--- src/rtl/cm0_pmu_seq_if.sv ---
// Core/WIC-facing handshake bundle for the Cortex-M0 power-management sequencer.
// The slave modport is the sequencer. The master modport is the core/WIC side that drives it.
`timescale 1ns/1ps
interface cm0_pmu_seq_if;
   logic        SLEEPING;
   logic        SLEEPDEEP;
   logic        GATEHCLK;
   logic        WAKEUP;
   logic        SLEEPHOLDACKn;
   logic        WICENACK;
   logic        CDBGPWRUPREQ;
   logic        DEEPEN;
   logic [3:0]  WAKEDLY;
   logic        HCLKEN;
   logic        SLEEPHOLDREQn;
   logic        WICENREQ;
   logic        CDBGPWRUPACK;
   logic [1:0]  PMUSTATE;
   logic [15:0] GATEDCNT;
   logic        HOLDABORT;

   modport slave (
      input  SLEEPING, SLEEPDEEP, GATEHCLK, WAKEUP, SLEEPHOLDACKn, WICENACK,
             CDBGPWRUPREQ, DEEPEN, WAKEDLY,
      output HCLKEN, SLEEPHOLDREQn, WICENREQ, CDBGPWRUPACK, PMUSTATE,
             GATEDCNT, HOLDABORT
   );

   modport master (
      output SLEEPING, SLEEPDEEP, GATEHCLK, WAKEUP, SLEEPHOLDACKn, WICENACK,
             CDBGPWRUPREQ, DEEPEN, WAKEDLY,
      input  HCLKEN, SLEEPHOLDREQn, WICENREQ, CDBGPWRUPACK, PMUSTATE,
             GATEDCNT, HOLDABORT
   );
endinterface

--- src/rtl/cm0_pmu_seq.sv ---
// Cortex-M0 sleep/HCLK-gating sequencer: hold handshake, clock gating, timed wake, debug keep-alive.
//  state   | meaning
//  s_run   | core running, HCLK on, no hold requested
//  s_hold  | hold requested, waiting for SLEEPHOLDACKn (bounded by HOLDTO)
//  s_gated | HCLK gated, waiting for wake or debug request
//  s_wake  | HCLK on for WAKEDLY+1 cycles before the hold is released
`timescale 1ns/1ps
module cm0_pmu_seq #(
   parameter int HOLDTO  = 15,
   parameter int DBGSYNC = 2
) (
   input logic          FCLK,
   input logic          PORESET,
   cm0_pmu_seq_if.slave pmu
);

   typedef enum logic [1:0] {
      s_run   = 2'd0,
      s_hold  = 2'd1,
      s_gated = 2'd2,
      s_wake  = 2'd3
   } state_t;

   localparam logic [7:0] hold_last = 8'(HOLDTO - 1);

   state_t             state;
   logic [7:0]         cnt;
   logic [DBGSYNC-1:0] dbg_sync;
   logic               dbg_on;
   logic               sleep_ok;

   assign pmu.CDBGPWRUPACK = dbg_sync[DBGSYNC-1];
   assign pmu.PMUSTATE     = state;
   assign dbg_on   = pmu.CDBGPWRUPREQ | pmu.CDBGPWRUPACK;
   assign sleep_ok = pmu.SLEEPING & pmu.GATEHCLK & ~dbg_on &
                     (~pmu.SLEEPDEEP | pmu.WICENACK);

   always_ff @(posedge FCLK or posedge PORESET) begin
      if (PORESET) begin
         dbg_sync     <= '0;
         pmu.WICENREQ <= 1'b0;
      end else begin
         dbg_sync     <= {dbg_sync[DBGSYNC-2:0], pmu.CDBGPWRUPREQ};
         pmu.WICENREQ <= pmu.DEEPEN;
      end
   end

   always_ff @(posedge FCLK or posedge PORESET) begin
      if (PORESET) begin
         pmu.GATEDCNT <= 16'h0000;
      end else if (state == s_gated && pmu.GATEDCNT != 16'hFFFF) begin
         pmu.GATEDCNT <= pmu.GATEDCNT + 16'h0001;
      end
   end

   // Outputs are assigned alongside the state so they follow the next state on the same edge.
   always_ff @(posedge FCLK or posedge PORESET) begin
      if (PORESET) begin
         state             <= s_run;
         cnt               <= 8'h00;
         pmu.HCLKEN        <= 1'b1;
         pmu.SLEEPHOLDREQn <= 1'b1;
         pmu.HOLDABORT     <= 1'b0;
      end else begin
         case (state)
            s_run: begin
               if (sleep_ok) begin
                  state             <= s_hold;
                  cnt               <= 8'h00;
                  pmu.HCLKEN        <= 1'b1;
                  pmu.SLEEPHOLDREQn <= 1'b0;
               end else begin
                  pmu.HCLKEN        <= 1'b1;
                  pmu.SLEEPHOLDREQn <= 1'b1;
               end
            end
            s_hold: begin
               if (pmu.WAKEUP || !pmu.SLEEPING || dbg_on) begin
                  state             <= s_run;
                  pmu.HOLDABORT     <= 1'b1;
                  pmu.HCLKEN        <= 1'b1;
                  pmu.SLEEPHOLDREQn <= 1'b1;
               end else if (!pmu.SLEEPHOLDACKn) begin
                  state             <= s_gated;
                  pmu.HCLKEN        <= 1'b0;
                  pmu.SLEEPHOLDREQn <= 1'b0;
               end else if (cnt == hold_last) begin
                  state             <= s_run;
                  pmu.HOLDABORT     <= 1'b1;
                  pmu.HCLKEN        <= 1'b1;
                  pmu.SLEEPHOLDREQn <= 1'b1;
               end else begin
                  cnt <= cnt + 8'h01;
               end
            end
            s_gated: begin
               if (pmu.WAKEUP || dbg_on) begin
                  state             <= s_wake;
                  cnt               <= {4'h0, pmu.WAKEDLY};
                  pmu.HCLKEN        <= 1'b1;
                  pmu.SLEEPHOLDREQn <= 1'b0;
               end
            end
            s_wake: begin
               if (cnt == 8'h00) begin
                  state             <= s_run;
                  pmu.HCLKEN        <= 1'b1;
                  pmu.SLEEPHOLDREQn <= 1'b1;
               end else begin
                  cnt <= cnt - 8'h01;
               end
            end
            default: begin
               state             <= s_run;
               pmu.HCLKEN        <= 1'b1;
               pmu.SLEEPHOLDREQn <= 1'b1;
            end
         endcase
      end
   end

endmodule

--- src/flat_wrapper.sv ---
// flat-port wrapper written by rule: the top's interface ports become plain ports
module cm0_pmu_seq_flat 
#(
   parameter int HOLDTO  = 15,
   parameter int DBGSYNC = 2
)
  (FCLK, PORESET, pmu_SLEEPING, pmu_SLEEPDEEP, pmu_GATEHCLK, pmu_WAKEUP, pmu_SLEEPHOLDACKn, pmu_WICENACK, pmu_CDBGPWRUPREQ, pmu_DEEPEN, pmu_WAKEDLY, pmu_HCLKEN, pmu_SLEEPHOLDREQn, pmu_WICENREQ, pmu_CDBGPWRUPACK, pmu_PMUSTATE, pmu_GATEDCNT, pmu_HOLDABORT);
  cm0_pmu_seq_if pmu_i ();
  input logic FCLK;
  input logic PORESET;
  input wire logic [$bits(pmu_i.SLEEPING)-1:0] pmu_SLEEPING;
  input wire logic [$bits(pmu_i.SLEEPDEEP)-1:0] pmu_SLEEPDEEP;
  input wire logic [$bits(pmu_i.GATEHCLK)-1:0] pmu_GATEHCLK;
  input wire logic [$bits(pmu_i.WAKEUP)-1:0] pmu_WAKEUP;
  input wire logic [$bits(pmu_i.SLEEPHOLDACKn)-1:0] pmu_SLEEPHOLDACKn;
  input wire logic [$bits(pmu_i.WICENACK)-1:0] pmu_WICENACK;
  input wire logic [$bits(pmu_i.CDBGPWRUPREQ)-1:0] pmu_CDBGPWRUPREQ;
  input wire logic [$bits(pmu_i.DEEPEN)-1:0] pmu_DEEPEN;
  input wire logic [$bits(pmu_i.WAKEDLY)-1:0] pmu_WAKEDLY;
  output wire logic [$bits(pmu_i.HCLKEN)-1:0] pmu_HCLKEN;
  output wire logic [$bits(pmu_i.SLEEPHOLDREQn)-1:0] pmu_SLEEPHOLDREQn;
  output wire logic [$bits(pmu_i.WICENREQ)-1:0] pmu_WICENREQ;
  output wire logic [$bits(pmu_i.CDBGPWRUPACK)-1:0] pmu_CDBGPWRUPACK;
  output wire logic [$bits(pmu_i.PMUSTATE)-1:0] pmu_PMUSTATE;
  output wire logic [$bits(pmu_i.GATEDCNT)-1:0] pmu_GATEDCNT;
  output wire logic [$bits(pmu_i.HOLDABORT)-1:0] pmu_HOLDABORT;
  assign pmu_i.SLEEPING = pmu_SLEEPING;
  assign pmu_i.SLEEPDEEP = pmu_SLEEPDEEP;
  assign pmu_i.GATEHCLK = pmu_GATEHCLK;
  assign pmu_i.WAKEUP = pmu_WAKEUP;
  assign pmu_i.SLEEPHOLDACKn = pmu_SLEEPHOLDACKn;
  assign pmu_i.WICENACK = pmu_WICENACK;
  assign pmu_i.CDBGPWRUPREQ = pmu_CDBGPWRUPREQ;
  assign pmu_i.DEEPEN = pmu_DEEPEN;
  assign pmu_i.WAKEDLY = pmu_WAKEDLY;
  assign pmu_HCLKEN = pmu_i.HCLKEN;
  assign pmu_SLEEPHOLDREQn = pmu_i.SLEEPHOLDREQn;
  assign pmu_WICENREQ = pmu_i.WICENREQ;
  assign pmu_CDBGPWRUPACK = pmu_i.CDBGPWRUPACK;
  assign pmu_PMUSTATE = pmu_i.PMUSTATE;
  assign pmu_GATEDCNT = pmu_i.GATEDCNT;
  assign pmu_HOLDABORT = pmu_i.HOLDABORT;
  cm0_pmu_seq #(.HOLDTO(HOLDTO), .DBGSYNC(DBGSYNC)) u_core (.FCLK(FCLK), .PORESET(PORESET), .pmu(pmu_i));
endmodule
--- config.mk ---
export PLATFORM = sky130hd
export DESIGN_NAME = cm0_pmu_seq_flat
export DESIGN_NICKNAME = d
export VERILOG_FILES = /design/src/rtl/cm0_pmu_seq_if.sv /design/src/rtl/cm0_pmu_seq.sv /design/src/flat_wrapper.sv
export SDC_FILE = /design/constraint.sdc
export NUM_CORES = 1
export LEC_CHECK = 0
export ABC_AREA = 1
export CAP_MARGIN = 30
export CORE_UTILIZATION = 57
export DETAILED_ROUTE_END_ITERATION = 12
export PLACE_DENSITY = 0.87
export SYNTH_ARGS = -nofsm -noshare
export SYNTH_HDL_FRONTEND = slang
export SYNTH_SLANG_ARGS = --single-unit
--- constraint.sdc ---
create_clock -name FCLK -period 3.15 [get_ports FCLK]
set_input_delay 0.315 -clock FCLK [delete_from_list [all_inputs] [get_ports FCLK]]
set_output_delay 0.315 -clock FCLK [all_outputs]
set_load 0.02 [all_outputs]
==> flow_summary.ini, run 1 <==
[floorplan]
dieHeight_um = 62.5
die-area_um2 = 3900
fp.dieW_um = 62.5
ioPinCount = 37
core-area_um2 = 3420
start_util_pct = 61.0
num_rows = 21

[place]
place_inst = 375
routabilityCongestion = 0.957
dp_hpwl_mm = 3.55
io_buffers = 36

[power]
total_power_mw = 1.20
irDropWorstVdd_uv = 409
power_density_nw_per_um2 = 474
power.leakage_nw = 1.30

[clock_network]
htree_num_levels = 2
cts.sinks = 32
cts_resized = 0
cts_tree = done
cts.clk_slew.worst_paths_ns = 0.12
numCtsBuffers = 5
cts-root-buf = clkbuf_4
cts_buffer_depth = 2
clock_latency_ns = 0.33
postCtsHoldBufs = 0
cts_setup_buffers = 0

[timing]
maxSlewViolCount = 0
maxSlewHeadroom_pct = 62.6
max_freq_mhz = 474
tightest_slew_ns = 0.560
timing.final.crit_share_pct = 66.9
holdWs_ns = 0.347
rsz0062_at_grt = false
skew_ns = 0.0173
setup_violations = 0
fin_setup_tns_ns = 0
fin_crit_ns = 2.11
hold_viol = 0

[detailed_routing]
dr.first_iter.drc_count = 184
wl_mm = 4.76
drcViolationCount = 0
num_vias = 2041
wl_per_cell_um = 12.4
ant_nets = 0
viasPerCell = 5.33
first_pass_iters = 5

[status]
status = completed

[hold_path]
hold_class = input pin to async pin

[yosys]
synth_edf_count = 0
yosysMostFrequentCell = nand2_1
synthFlopType = dfrtp_1
synth_common_cells = nand2_1, nand3_1, inv_1
synth-seq-area-share_pct = 38.6
syn_avg_cell_area_um2 = 7.04
synth.top_cell.area_share_pct = 36.0
syn_area_um2 = 2080
ys_types = 30
ys_ff_latch = 32
synth_warnings = 0
syn_nets = 314
yosys.area.top_type = dfrtp_1
synth_area_leaders = dfrtp_1, nand2_1, nand3_1
syn_inst = 296
synthArstFlopShare_pct = 100

[layout]
multi_input_area_um2 = 1100
final_util_pct = 74.5
finalNonFillerCells = 383
diodes = 0
regArea_um2 = 803
final_nets = 354
n_fill_cell = 258
area_growth_pct = 22.1
drive_gt1_share_pct = 7.42

[grt]
antenna_found_initial = 0
grt_overflow = 0
grt_pass1_wl_mm = 8.01
grt_usage_pct = 26.0
grt_pass1_vias = 1788
grt_max_degree = 33

[critical_path]
slowest_stage = dfrtp_1
crit_type = flip-flop to flip-flop
cpPeakStageDelay_ns = 0.72
crit_required_ns = 3.41
crit_arrival_ns = 2.37
path_max_fanout = 13
endpoint_kind = flip-flop
crit_chain = nand2_2, inv_2, nand2_1, nand2_1, inv_1, ha_1, inv_1, nand2_1, nand2_1, nand2_1, nand3_1, nand3_1, nand2_1
cpMostUsedCell = nand2_1
start_kind = flip-flop

[flow_run]
maxCapViolCount = 0
cells in the final DEF (no fill, tap or decap), types with 2 or more instances in the layout:
| cell | instances |
|---|---|
| nand2_1 | 113 |
| nand3_1 | 37 |
| clkdlybuf4s50_1 | 36 |
| inv_1 | 34 |
| dfrtp_1 | 30 |
| nor2_1 | 21 |
| o21ai_0 | 9 |
| nand4_1 | 8 |
| xnor2_1 | 6 |
| xor2_1 | 6 |
| clkbuf_4 | 5 |
| nand2_2 | 4 |
| ha_1 | 4 |
| nor2_4 | 2 |
| nor3_1 | 2 |
| nand3b_1 | 2 |
| dfstp_2 | 2 |
stage by stage:
stage | area [um^2] | worst slack [ns]
final | 2540 | 1.04
after global routing | 2540 | 0.806
after CTS | 2540 | 1.06
after detailed placement | 2460 | 1.15
after global placement | 2460 | 1.23
after floorplan | 2080 | 1.41
cell type report:
cell class,count,share of cell area [%]
Tap cell,46,2.26
Multi-Input combinational cell,224,43.1
Clock buffer,5,1.48
Inverter,36,5.41
Clock inverter,3,1.67
Timing Repair Buffer,37,14.5
Sequential cell,32,31.6
per-layer routing:
layer	wire length, um	up-vias	GRT usage [%]	part of all wire (%)
met5	0	-	0	0
met4	22	0	6.10	0.46
met3	338	2	5.84	7.1
li1	-	1015	-	-
met1	2300	943	38.1	48
met2	2100	81	39.1	44
worst max-delay path, delay by kind of cell, from the launching register on:
kind	cells	cell delay [ns]
buf+inv	3	0.27
fa+ha+maj	1	0.16
flops	1	0.72
simple gates	9	0.89
logic make-up (layout without fill, tap and decap cells):
logic type               count (synthesis)  after routing  synth area share, %
adder cells (fa/ha/maj)                  4              4                 2.40
XOR/XNOR                                12             12                 5.05
flip-flops                              32             32                 38.6
AO/OA/AOI/OAI                           14             14                 3.90
buffers and inverters                   40             81                 8.77
AND/OR/NAND/NOR                        194            194                 41.3
sequential cells by signal (all words and copies together) (netlist names), named ones only:
signal                    flops
u_core.pmu.GATEDCNT          16
u_core.cnt                    8
u_core.dbg_sync               2
u_core.pmu.HCLKEN             1
u_core.pmu.HOLDABORT          1
u_core.pmu.PMUSTATE           1
u_core.pmu.SLEEPHOLDREQn      1
u_core.pmu.WICENREQ           1
final timing paths:
| path | start | endpoint | slack (ns) | cells past startpoint |
|---|---|---|---|---|
| worst max-delay path | u_core.pmu.PMUSTATE[0] | u_core.cnt[4] | 1.04 | 13 |
| worst min-delay path | PORESET | u_core.pmu.HOLDABORT | 0.35 | 3 |
| min in group FCLK | u_core.dbg_sync[0] | u_core.dbg_sync[1] | 0.37 | 0 |
| worst max register to register | u_core.pmu.PMUSTATE[0] | u_core.cnt[4] | 1.04 | 13 |
| max in group asynchronous | PORESET | u_core.pmu.SLEEPHOLDREQn | 2.48 | 3 |
| worst min register to register | u_core.dbg_sync[0] | u_core.dbg_sync[1] | 0.37 | 0 |
power breakdown:
group          total, mW  leakage [nW]  switching [mW]  internal, mW
combinational      0.352         0.838           0.210         0.142
sequential         0.543         0.423          0.0827         0.460
clock              0.310        0.0412           0.144         0.166
total               1.20          1.30           0.437         0.768
Note: power is estimated with default switching activity, not from simulation.
==> run 2, diff against run 1 <==
--- a/config.mk
+++ b/config.mk
@@ -7,9 +7,9 @@
 export LEC_CHECK = 0
 export ABC_AREA = 1
 export CAP_MARGIN = 30
-export CORE_UTILIZATION = 57
+export CORE_UTILIZATION = 48
 export DETAILED_ROUTE_END_ITERATION = 12
-export PLACE_DENSITY = 0.87
+export PLACE_DENSITY = 0.79
 export SYNTH_ARGS = -nofsm -noshare
 export SYNTH_HDL_FRONTEND = slang
 export SYNTH_SLANG_ARGS = --single-unit
==> constraint.sdc (replaced) <==
create_clock -name FCLK -period 1.8 [get_ports FCLK]
set_input_delay 0.18 -clock FCLK [delete_from_list [all_inputs] [get_ports FCLK]]
set_output_delay 0.18 -clock FCLK [all_outputs]
set_load 0.02 [all_outputs]
==> flow_summary.ini, run 2 (synthesized netlist as in run 1, its figures left out) <==
[clock_network]
cts.clk_slew.worst_paths_ns = 0.07
htree_num_levels = 2
cts-root-buf = clkbuf_8
postCtsHoldBufs = 0
clock_latency_ns = 0.28
numCtsBuffers = 5
cts_setup_buffers = 0
cts_tree = done
cts_resized = 0
cts_buffer_depth = 2
cts.sinks = 32

[grt]
grt_usage_pct = 23.9
grt_overflow = 0
antenna_found_initial = 0
grt_pass1_wl_mm = 8.27
grt_pass1_vias = 1803
grt_max_degree = 33

[layout]
stdcell_area_um2 = 2590
finalNonFillerCells = 393
largest_reg_flops = 16
area_growth_pct = 24.6
final_util_pct = 63.5
n_fill_cell = 376
layout_commonest_cell = nand2_1
final_nets = 360
largestRegisters = u_core.pmu.GATEDCNT x16, u_core.cnt x8, u_core.dbg_sync x2
drive_gt1_share_pct = 8.45
layout_common_cells = nand2_1, nand3_1, clkdlybuf4s50_1, inv_1, dfrtp_1
diodes = 0
regMostFlops = u_core.pmu.GATEDCNT

[timing]
maxSlewViolCount = 0
tightest_slew_ns = 0.402
setup_violations = 0
max_freq_mhz = 599
maxSlewHeadroom_pct = 73.2
hold_viol = 0
fin_setup_tns_ns = 0
skew_ns = 0.00762
timing.final.crit_share_pct = 92.8
rsz0062_at_grt = false
fin_crit_ns = 1.67

[critical_path]
start_kind = flip-flop
crit_required_ns = 1.62
crit_arrival_ns = 1.49
endpoint_kind = primary output
crit_type = flip-flop to primary output
rrSetupSlack_ns = 0.22
r2r_cells = 10
path_max_fanout = 12
worstReg2RegEnd = u_core.cnt[7]

[power]
p_sw_share_pct = 36.5
irDropWorstVdd_uv = 647
power.leakage_nw = 1.33
power_frac_comb_pct = 32.0
p_clk_share_pct = 25.0
power.switching_mw = 0.772
seqPwrFrac_pct = 43.0
power_density_nw_per_um2 = 815
p_int_mw = 1.34

[floorplan]
ioPinCount = 37
die-area_um2 = 4610
core-area_um2 = 4090
start_util_pct = 51.0
dieHeight_um = 67.9
fp.dieW_um = 67.9
num_rows = 23

[place]
place_inst = 385
io_buffers = 36
post_dp_cell_area_um2 = 2510
routabilityCongestion = 0.843
dp_hpwl_mm = 3.57

[detailed_routing]
ant_nets = 0
dr.first_iter.drc_count = 127
viasPerCell = 5.08
wl_per_cell_um = 12.0
drcViolationCount = 0
num_vias = 1995
wl_mm = 4.73
first_pass_iters = 5

[hold_path]
hold_class = input pin to async pin

[status]
status = completed

[flow_run]
maxCapViolCount = 0
## run 2: cell types whose count changed in the layout (fill, tap and decap cells not counted), sizes merged
cell	delta
bufinv	-1
clkbuf	+2
clkinvlp	-1
buf	+6
## run 2: area by class of cell
cell class,instances,area (um^2),area share [%]
flip-flops and latches,32,803,31.0
repair buffers,43,413,15.9
clock inverters,1,5.00,0.193
well taps,50,62.6,2.41
inverters,36,138,5.30
clock buffers,7,76.3,2.94
multi-input cells,224,1100,42.3
## run 2: routing by layer
layer	track usage (%)	share of wire (%)	routed length, um	vias to the layer above
met5	0	0	0	-
met1	34.8	49	2300	907
met4	6.25	1.1	51	0
met2	35.6	45	2130	53
li1	-	-	-	1028
met3	5.17	5.1	240	7
## run 2: power groups by stage
stage               sequential, mW  combinational, mW  clock [mW]
global route                 0.924              0.776       0.575
detailed placement           0.920              0.677           0
finish                       0.909              0.678       0.528
CTS                          0.906              0.681       0.541
floorplan                    0.968              0.396           0
global placement             0.914              0.668           0
## run 2: worst max path at each step
stage                            from               to  slack, ns
2_1_floorplan               flip-flop    u_core.cnt[6]       0.06
5_1_grt                     flip-flop    u_core.cnt[7]       0.05
3_5_place_dp         pmu_CDBGPWRUPREQ    u_core.cnt[3]       0.12
4_1_cts        u_core.pmu.PMUSTATE[0]  pmu_PMUSTATE[0]       0.13
6_report       u_core.pmu.PMUSTATE[0]  pmu_PMUSTATE[0]       0.13
3_3_place_gp         pmu_CDBGPWRUPREQ    u_core.cnt[6]       0.17
## run 2: per-stage QoR
step | power (mW) | hold slack (ns) | worst slack [ns]
after floorplan | 1.36 | 0.211 | 0.0565
after global placement | 1.58 | 0.349 | 0.173
after detailed placement | 1.60 | 0.347 | 0.119
after CTS | 2.13 | 0.288 | 0.128
after global routing | 2.27 | 0.325 | 0.0497
final | 2.12 | 0.278 | 0.130
## run 2: critical path: stages, from the launching register on
cell	delay (ns)
dfrtp_1	0.35
buf_4	0.22
clkdlybuf4s50_1	0.63
